===== config.mk =====
export PLATFORM = sky130hd
export DESIGN_NAME = fsm_step_controller
export DESIGN_NICKNAME = d
export VERILOG_FILES = /design/src/rtl/fsm_step_controller.sv
export SDC_FILE = /design/constraint.sdc
export NUM_CORES = 1
export LEC_CHECK = 0
export CORE_MARGIN = 8
export CORE_UTILIZATION = 25
export CTS_CLUSTER_DIAMETER = 30
export DETAILED_ROUTE_END_ITERATION = 8
export PLACE_DENSITY = 0.44
export SLEW_MARGIN = 10
export SYNTH_ARGS = -nofsm -noshare
export SYNTH_HDL_FRONTEND = slang
export SYNTH_SLANG_ARGS = --single-unit
export TNS_END_PERCENT = 30

===== constraint.sdc =====
create_clock -name hz100 -period 3 [get_ports hz100]
set_clock_uncertainty 0.2 [all_clocks]
set_input_delay 0.75 -clock hz100 [delete_from_list [all_inputs] [get_ports hz100]]
set_output_delay 0.75 -clock hz100 [all_outputs]
set_load 0.005 [all_outputs]

===== src/rtl/fsm_step_controller.sv =====
// State-register sequencer: debounced step/run/load buttons and an auto-run
// timer advance q through the external decoder's next-state network.
module fsm_step_controller #(
    parameter int         DEBOUNCE    = 5,
    parameter int         PERIOD      = 50,
    parameter logic [2:0] RESET_STATE = 3'b110
) (
    input  logic       hz100,
    input  logic       reset,
    input  logic       step_btn,
    input  logic       run_btn,
    input  logic       load_btn,
    input  logic [2:0] load_val,
    input  logic [2:0] next_q_in,
    output logic [2:0] q,
    output logic [1:0] mode,
    output logic       step_pulse,
    output logic [7:0] step_count
);

    localparam int DB_W = (DEBOUNCE > 1) ? $clog2(DEBOUNCE) : 1;
    localparam int TM_W = $clog2(PERIOD);
    localparam logic [TM_W-1:0] TM_LAST = TM_W'(PERIOD - 1);
    localparam int STEP = 0;
    localparam int RUN  = 1;
    localparam int LOAD = 2;

    typedef enum logic [1:0] {
        MANUAL = 2'b00,
        AUTO   = 2'b01,
        HALT   = 2'b10
    } mode_t;

    logic [2:0] btn_raw;
    logic [2:0] btn_rise;   // level rose at the last edge: pulse arrives next cycle
    logic [2:0] btn_pulse;

    assign btn_raw = {load_btn, run_btn, step_btn};

    generate
        for (genvar gi = 0; gi < 3; gi++) begin : g_btn
            logic            sync1_reg;
            logic            sync2_reg;
            logic            level_reg;
            logic            level_d_reg;
            logic            pulse_reg;
            logic [DB_W-1:0] db_cnt_reg;

            always_ff @(posedge hz100) begin
                if (reset) begin
                    sync1_reg   <= 1'b0;
                    sync2_reg   <= 1'b0;
                    level_reg   <= 1'b0;
                    level_d_reg <= 1'b0;
                    pulse_reg   <= 1'b0;
                    db_cnt_reg  <= '0;
                end else begin
                    sync1_reg <= btn_raw[gi];
                    sync2_reg <= sync1_reg;
                    if (sync2_reg == level_reg) begin
                        db_cnt_reg <= '0;
                    end else if (db_cnt_reg == DB_W'(DEBOUNCE - 1)) begin
                        level_reg  <= sync2_reg;
                        db_cnt_reg <= '0;
                    end else begin
                        db_cnt_reg <= db_cnt_reg + 1'b1;
                    end
                    level_d_reg <= level_reg;
                    pulse_reg   <= level_reg & ~level_d_reg;
                end
            end

            assign btn_rise[gi]  = level_reg & ~level_d_reg;
            assign btn_pulse[gi] = pulse_reg;
        end
    endgenerate

    mode_t           mode_reg, mode_next;
    logic [2:0]      q_reg, q_next;
    logic [7:0]      count_reg, count_next;
    logic [TM_W-1:0] timer_reg, timer_next;
    logic            step_pulse_reg, step_pulse_next;
    logic            tick_now;
    logic            write_now;

    // Arbitration outcome "does this cycle write q?" for a given set of requests.
    function automatic logic decides_write(input logic pl, input logic pr, input logic ps,
                                           input mode_t md, input logic tick, input logic moves);
        if (pl)
            return 1'b1;
        if (pr)
            return 1'b0;
        if (ps && md == MANUAL)
            return 1'b1;
        return (md == AUTO) && tick && moves;
    endfunction

    always_ff @(posedge hz100) begin
        if (reset) begin
            mode_reg       <= MANUAL;
            q_reg          <= RESET_STATE;
            count_reg      <= '0;
            timer_reg      <= '0;
            step_pulse_reg <= 1'b0;
        end else begin
            mode_reg       <= mode_next;
            q_reg          <= q_next;
            count_reg      <= count_next;
            timer_reg      <= timer_next;
            step_pulse_reg <= step_pulse_next;
        end
    end

    always_comb begin
        mode_next       = mode_reg;
        q_next          = q_reg;
        count_next      = count_reg;
        timer_next      = '0;
        step_pulse_next = 1'b0;

        tick_now  = (mode_reg == AUTO) && (timer_reg == TM_LAST);
        write_now = decides_write(btn_pulse[LOAD], btn_pulse[RUN], btn_pulse[STEP],
                                  mode_reg, tick_now, next_q_in != q_reg);

        if (btn_pulse[LOAD]) begin
            if (mode_reg == HALT)
                mode_next = MANUAL;
        end else if (btn_pulse[RUN]) begin
            mode_next = (mode_reg == MANUAL) ? AUTO : MANUAL;
        end else if (tick_now && next_q_in == q_reg) begin
            mode_next = HALT;
        end

        if (write_now) begin
            q_next     = btn_pulse[LOAD] ? load_val : next_q_in;
            count_next = count_reg + 8'd1;
        end

        if (mode_reg == AUTO && mode_next == AUTO && !write_now && !tick_now)
            timer_next = timer_reg + 1'b1;

        // step_pulse is registered, so the next cycle's decision is made one edge
        // early. A tick never directly follows a q write (timer restarts), so
        // next_q_in already reflects the q of the tick cycle.
        step_pulse_next = decides_write(btn_rise[LOAD], btn_rise[RUN], btn_rise[STEP],
                                        mode_next, (mode_next == AUTO) && (timer_next == TM_LAST),
                                        next_q_in != q_reg);
    end

    assign q          = q_reg;
    assign mode       = mode_reg;
    assign step_pulse = step_pulse_reg;
    assign step_count = count_reg;

endmodule


==> flow_summary_export.csv, run 1 <==
group,metric,value,unit
route,dr.pass1.iters,4,
timing,setup_viol,0,
power_and_ir_drop,leakage,0.858,nW
route,wl_met3,236,um
synthesis,synthesis.area,0.00186,mm^2
placed_design,portBuffers,24,
floorplanning,core.rowCount,31,
setup_path,regToRegSetupSlack,0.91,ns
finish,fin_area,0.00233,mm^2
timing,finalMaxSlewViolations,0,
timing,rsz0062_at_grt,"false",
route,dr.max_layer_used,"met4",
floorplanning,dieArea,0.0104,mm^2
timing,period_share,84.4,%
route,routed_wl,3680,um
finish,seqCellArea,881,um^2
synthesis,synthTopCellsByCount,"dfxtp_1 (44), nand2_1 (17), nor2_1 (17)",
synthesis,synth_edf_count,0,
setup_path,startpoint,"next_q_in[1]",
floorplanning,io_pins,25,
placed_design,dp_hpwl,2670,um
outcome,status,"finished, final reports clean",
synthesis,ys_seq_area_share,47.4,%
clock_tree,cts-root-buf,"clkbuf_8",
setup_path,startpoint_type,"primary input",
floorplanning,dieWidth,102,um
clock_tree,cts_setup_buffers,0,
power_and_ir_drop,vdd_ir_drop_max,0.190,mV
synthesis,ys_ff_latch,44,
synthesis,yosysMostFrequentCell,"dfxtp_1",
worst_hold_path,min_to,"g_btn[1].pulse_reg",
clock_tree,ctsResizeCount,0,
run,maxCapViolCount,0,
timing,max_freq,395,MHz
placed_design,gp_congestion,0.733,
placed_design,place_ws,0.139,ns
route,num_vias,1378,
synthesis,synth-compound-area-share,7.68,%
clock_tree,htree_levels,2,
clock_tree,ctsHoldBuffers,0,
finish,multi_input_area,923,um^2
floorplanning,core_area,0.00721,mm^2
timing,final-hold-violation-count,0,
setup_path,endpoint_kind,"flop",
finish,largest_reg_flops,9,
synthesis,synth_fa_ha_area_share,6.06,%
route,wl_per_cell,11.2,um
setup_path,cp.arrival,2.57,ns
synthesis,synth_top_family_by_area,"simple AND/OR/NAND/NOR gates",
synthesis,synth_area_leaders,"dfxtp_1 (47%), ha_1 (6.1%), nor2b_1 (5.1%)",
route,drc,0,
grt,grt_first_pass_wirelength,6550,um
finish,nets,248,
grt,overflow,0,
synthesis,synth_warnings,0,
clock_tree,cts_buffers,5,
setup_path,crit_fanout,9,
timing,slew_headroom,77.6,%
clock_tree,cts_tree,"yes",
synthesis,syn_nets,217,
route,m1WireLength,1840,um
grt,grtUsageTotal,7.92,%
route,avgViaCountPerCell,4.20,
power_and_ir_drop,p_per_area,442,mW/mm^2
finish,antenna_cells,0,
synthesis,synth.avg_cell_area,9.43,um^2
finish,drive_above_1_share,8.73,%
floorplanning,initial_utilization,25.8,%
synthesis,synth-simple-area-share,25.1,%
synthesis,muxShareOfSynthArea,6.20,%
timing,worstMarginPinSlew,0.335,ns
grt,grt_max_degree,19,
timing,fin_crit,2.53,ns
placed_design,postPlaceCellArea,0.00224,mm^2
synthesis,synth_xor_xnor_area_share,4.71,%
synthesis,netlist.area_leader.share,47.4,%
worst_hold_path,min_path_type,"reg -> reg",
finish,area_growth_syn_to_layout,25.6,%
timing,timing.setup.tns,0,ns
synthesis,ys_async_sr_fraction,0,%
grt,antenna_found_initial,0,
timing,setup_ws,0.468,ns
floorplanning,die_h,102,um
route,antenna_left,0,
worst_hold_path,hold_depth,1,
clock_tree,clk_pin_slew,0.09,ns
synthesis,yosys.cell_types.count,38,
finish,fillers,776,
setup_path,worstRegToRegCells,5,
worst_hold_path,min_from,"g_btn[1].level_d_reg",
clock_tree,clock-sinks,44,
synthesis,synthFlopType,"dfxtp_1",
grt,first_global_vias,1391,
setup_path,crit_type,"in -> reg",
finish,fin_cells,328,
synthesis,yosysTopAreaCell,"dfxtp_1",
route,met2RoutedLength,1550,um
clock_tree,clockBufferDepth,2,
route,drtIter0Drc,48,
placed_design,dp.cells,320,
finish,final_util,32.3,%
setup_path,r2r_start,"mode[0]",
setup_path,required,3.04,ns
setup_path,timing.rr.end,"step_count[7]",
synthesis,synth_cells,197,
clock_tree,clkLatencyLatePin,0.30,ns
==> layout by cell type (no fill, tap or decap), types with 2 or more instances in the layout <==
cell type,netlist,layout
ha_1,9,9
dfxtp_1,44,44
and3_1,8,8
buf_4,0,4
o21ai_0,5,5
clkdlybuf4s50_1,0,24
a21oi_1,10,10
o31ai_1,2,2
xor2_1,6,6
clkinvlp_4,0,2
xnor2_1,4,4
or3_1,4,4
nor2_1,17,17
nor3_1,5,5
nand3_1,8,8
nor2b_1,15,15
inv_1,10,10
mux2_2,3,3
clkbuf_8,0,6
nand2_1,17,17
nand4_1,2,2
mux2i_1,7,7
==> layout make-up <==
type                    count  area share [%]
clock buffers               6            3.54
clock inverters             2           0.643
inverters                  10            1.61
multi-input cells         139            39.6
flip-flops and latches     44            37.7
well taps                  99            5.31
repair buffers             28            11.6
==> critical path, stage by stage <==
cell and delay, ns:
clkdlybuf4s50_1 0.49, xor2_1 0.19, nor3_2 0.09, o31a_1 0.38, or4_1 0.52, a21oi_1 0.15
==> power breakdown <==
part           switching [mW]  total (mW)  internal [mW]
logic                  0.0168      0.0383         0.0215
clock network           0.215       0.402          0.187
registers             0.00213       0.591          0.588
total                   0.234        1.03          0.797
==> logic make-up (layout without fill, tap and decap cells) <==
group / Yosys count / count (layout)
AO/OA/AOI/OAI: 23 / 23
XOR/XNOR: 10 / 10
adder cells (fa/ha/maj): 9 / 9
buffers and inverters: 14 / 46
flip-flops: 44 / 44
multiplexers: 11 / 11
AND/OR/NAND/NOR: 86 / 86
==> per-layer routing <==
| layer | up-vias | track usage (%) |
|---|---|---|
| met2 | 22 | 11.6 |
| met3 | 7 | 3.54 |
| met1 | 615 | 10.0 |
| met5 | - | 0 |
| met4 | 0 | 2.71 |
| li1 | 734 | - |
==> metrics by stage <==
step	hold WS, ns	total power [mW]
after global placement	0.190	0.643
after detailed placement	0.194	0.643
after floorplan	0.178	0.622
after global routing	0.224	1.08
final	0.209	1.03
after CTS	0.212	1.05
==> worst max-delay path by stage <==
| stage | to | slack (ns) |
|---|---|---|
| 6_report | step_count[7] | 0.47 |
| 5_1_grt | step_count[7] | 0.39 |
| 4_1_cts | step_count[7] | 0.47 |
| 3_5_place_dp | step_count[7] | 0.14 |
| 3_3_place_gp | step_count[7] | 0.17 |
| 2_1_floorplan | step_count[6] | 0.70 |
(Power assumes the default switching activity.)
==> inputs of run 2 (changes only) <==
PLACE_DENSITY = 0.45   (was 0.44)
clock period = 2.05 ns   (was 3 ns; I/O delays follow)
==> run 2 against run 1 <==
Highest routed layer unchanged. Total power up 60%. Clock power up 79%. Largest cell class unchanged. Die area unchanged. Global-route usage down 0.35 points. Cell count up 4.3%. Wire length up 1.1%.
==> flow_summary_export.csv, run 2 (synthesis results as in run 1) <==
group,metric,value,unit
outcome,status,"finished, final reports clean",
worst_hold_path,min_path_type,"reg -> reg",
floorplanning,dieWidth,102,um
route,avgViaCountPerCell,4.20,
setup_path,required,2.08,ns
timing,fin_crit,1.99,ns
timing,setup_viol,0,
floorplanning,core.rowCount,31,
timing,max_freq,503,MHz
clock_tree,clockBufferDepth,2,
timing,setup_ws,0.0610,ns
timing,worstMarginPinSlew,0.339,ns
finish,multi_input_area,946,um^2
placed_design,dp_hpwl,2790,um
clock_tree,cts_buffers,5,
finish,drive_above_1_share,16.0,%
power_and_ir_drop,vdd_ir_drop_max,0.229,mV
timing,slew_headroom,77.3,%
route,dr.pass1.iters,4,
setup_path,crit_type,"reg -> reg",
clock_tree,clkLatencyLatePin,0.29,ns
finish,antenna_cells,0,
grt,grtUsageTotal,7.57,%
power_and_ir_drop,leakage,0.955,nW
grt,antenna_found_initial,0,
clock_tree,cts_tree,"yes",
floorplanning,dieArea,0.0104,mm^2
route,wl_per_cell,10.9,um
floorplanning,io_pins,25,
timing,finalMaxSlewViolations,0,
run,maxCapViolCount,0,
clock_tree,htree_levels,2,
timing,final-hold-violation-count,0,
placed_design,place_ws,-0.494,ns
clock_tree,clk_pin_slew,0.08,ns
route,drc,0,
floorplanning,initial_utilization,25.8,%
finish,area_growth_syn_to_layout,34.1,%
route,antenna_left,0,
floorplanning,die_h,102,um
finish,layout_common_cells,"dfxtp_1 (43), clkdlybuf4s50_1 (21), nor2_1 (17), nand2_1 (17), buf_4 (17)",
finish,nets,262,
route,routed_wl,3720,um
power_and_ir_drop,p_per_area,660,mW/mm^2
setup_path,crit_fanout,5,
placed_design,portBuffers,24,
grt,first_global_vias,1414,
clock_tree,cts_setup_buffers,0,
setup_path,cp.arrival,2.02,ns
timing,whs,0.199,ns
grt,grt_first_pass_wirelength,6240,um
placed_design,gp_congestion,0.758,
floorplanning,core_area,0.00721,mm^2
finish,largest_reg_flops,9,
timing,rsz0062_at_grt,"true",
finish,fillers,752,
finish,seqCellArea,882,um^2
grt,overflow,0,
timing,period_share,97.0,%
route,drtIter0Drc,51,
setup_path,startpoint_type,"flop",
finish,final_common_cell,"dfxtp_1",
setup_path,endpoint_kind,"flop",
grt,grt_max_degree,14,
route,num_vias,1438,
clock_tree,cts-root-buf,"clkbuf_8",
clock_tree,clock-sinks,44,
-- run 2: metal layers --
| layer | vias to the layer above | global-route usage, % | part of all wire (%) |
|---|---|---|---|
| met4 | 0 | 3.39 | 0.97 |
| met3 | 2 | 2.72 | 5.7 |
| met2 | 24 | 12.0 | 44 |
| met1 | 647 | 8.95 | 49 |
| met5 | - | 0 | 0 |
| li1 | 765 | - | - |
-- run 2: layout make-up --
class / count / area share [%]
Inverter: 10 / 1.51
Clock buffer: 7 / 3.87
Sequential cell: 44 / 35.4
Timing Repair Buffer: 42 / 15.1
Tap cell: 99 / 4.97
Clock inverter: 1 / 1.21
Multi-Input combinational cell: 139 / 38.0
-- run 2: repair_timing --
item / CTS / global route
hold buffers: 0 / 0
endpoints found under the setup margin: 10 / 4
pin swaps: 4 / 6
resized for setup: 3 / 6
-- run 2: per-stage QoR --
stage	setup TNS, ns	std cells	util, %	total power [mW]	area, um^2
CTS	0	342	34.3	1.68	2470
floorplan	0	197	-	0.910	1870
finish	0	342	34.5	1.64	2490
global placement	-4.92	334	32.6	0.947	2350
detailed placement	-5.03	334	32.6	0.947	2350
global route	-0.0356	342	34.5	1.72	2490
-- run 2: critical path, stage by stage, from the launching register on --
cell and delay, ns:
dfxtp_2 0.33, and4bb_2 0.31, nand3_2 0.10, o31a_1 0.37
buf_6 0.15, or3_4 0.35, a21oi_2 0.12
-- run 2: worst paths after layout --
check | end | from | depth (start not counted) | slack [ns]
worst max-delay path | step_count[3] | mode[1] | 6 | 0.06
worst min-delay path | g_btn[2].pulse_reg | g_btn[2].level_d_reg | 1 | 0.20
worst max register to register | step_count[3] | mode[1] | 6 | 0.06
worst min register to register | g_btn[2].pulse_reg | g_btn[2].level_d_reg | 1 | 0.20
-- run 2: power breakdown --
part	internal, mW	switching, mW
clock	0.430	0.291
combinational	0.0342	0.0260
sequential	0.861	0.00297
total	1.33	0.320
==> inputs of run 3 (changes only) <==
GPL_ROUTABILITY_DRIVEN = 0   (was not set)
SLEW_MARGIN = not set   (was 10)
==> results of run 3 <==
Final layout, timing and power as in run 2 (identical DEF).
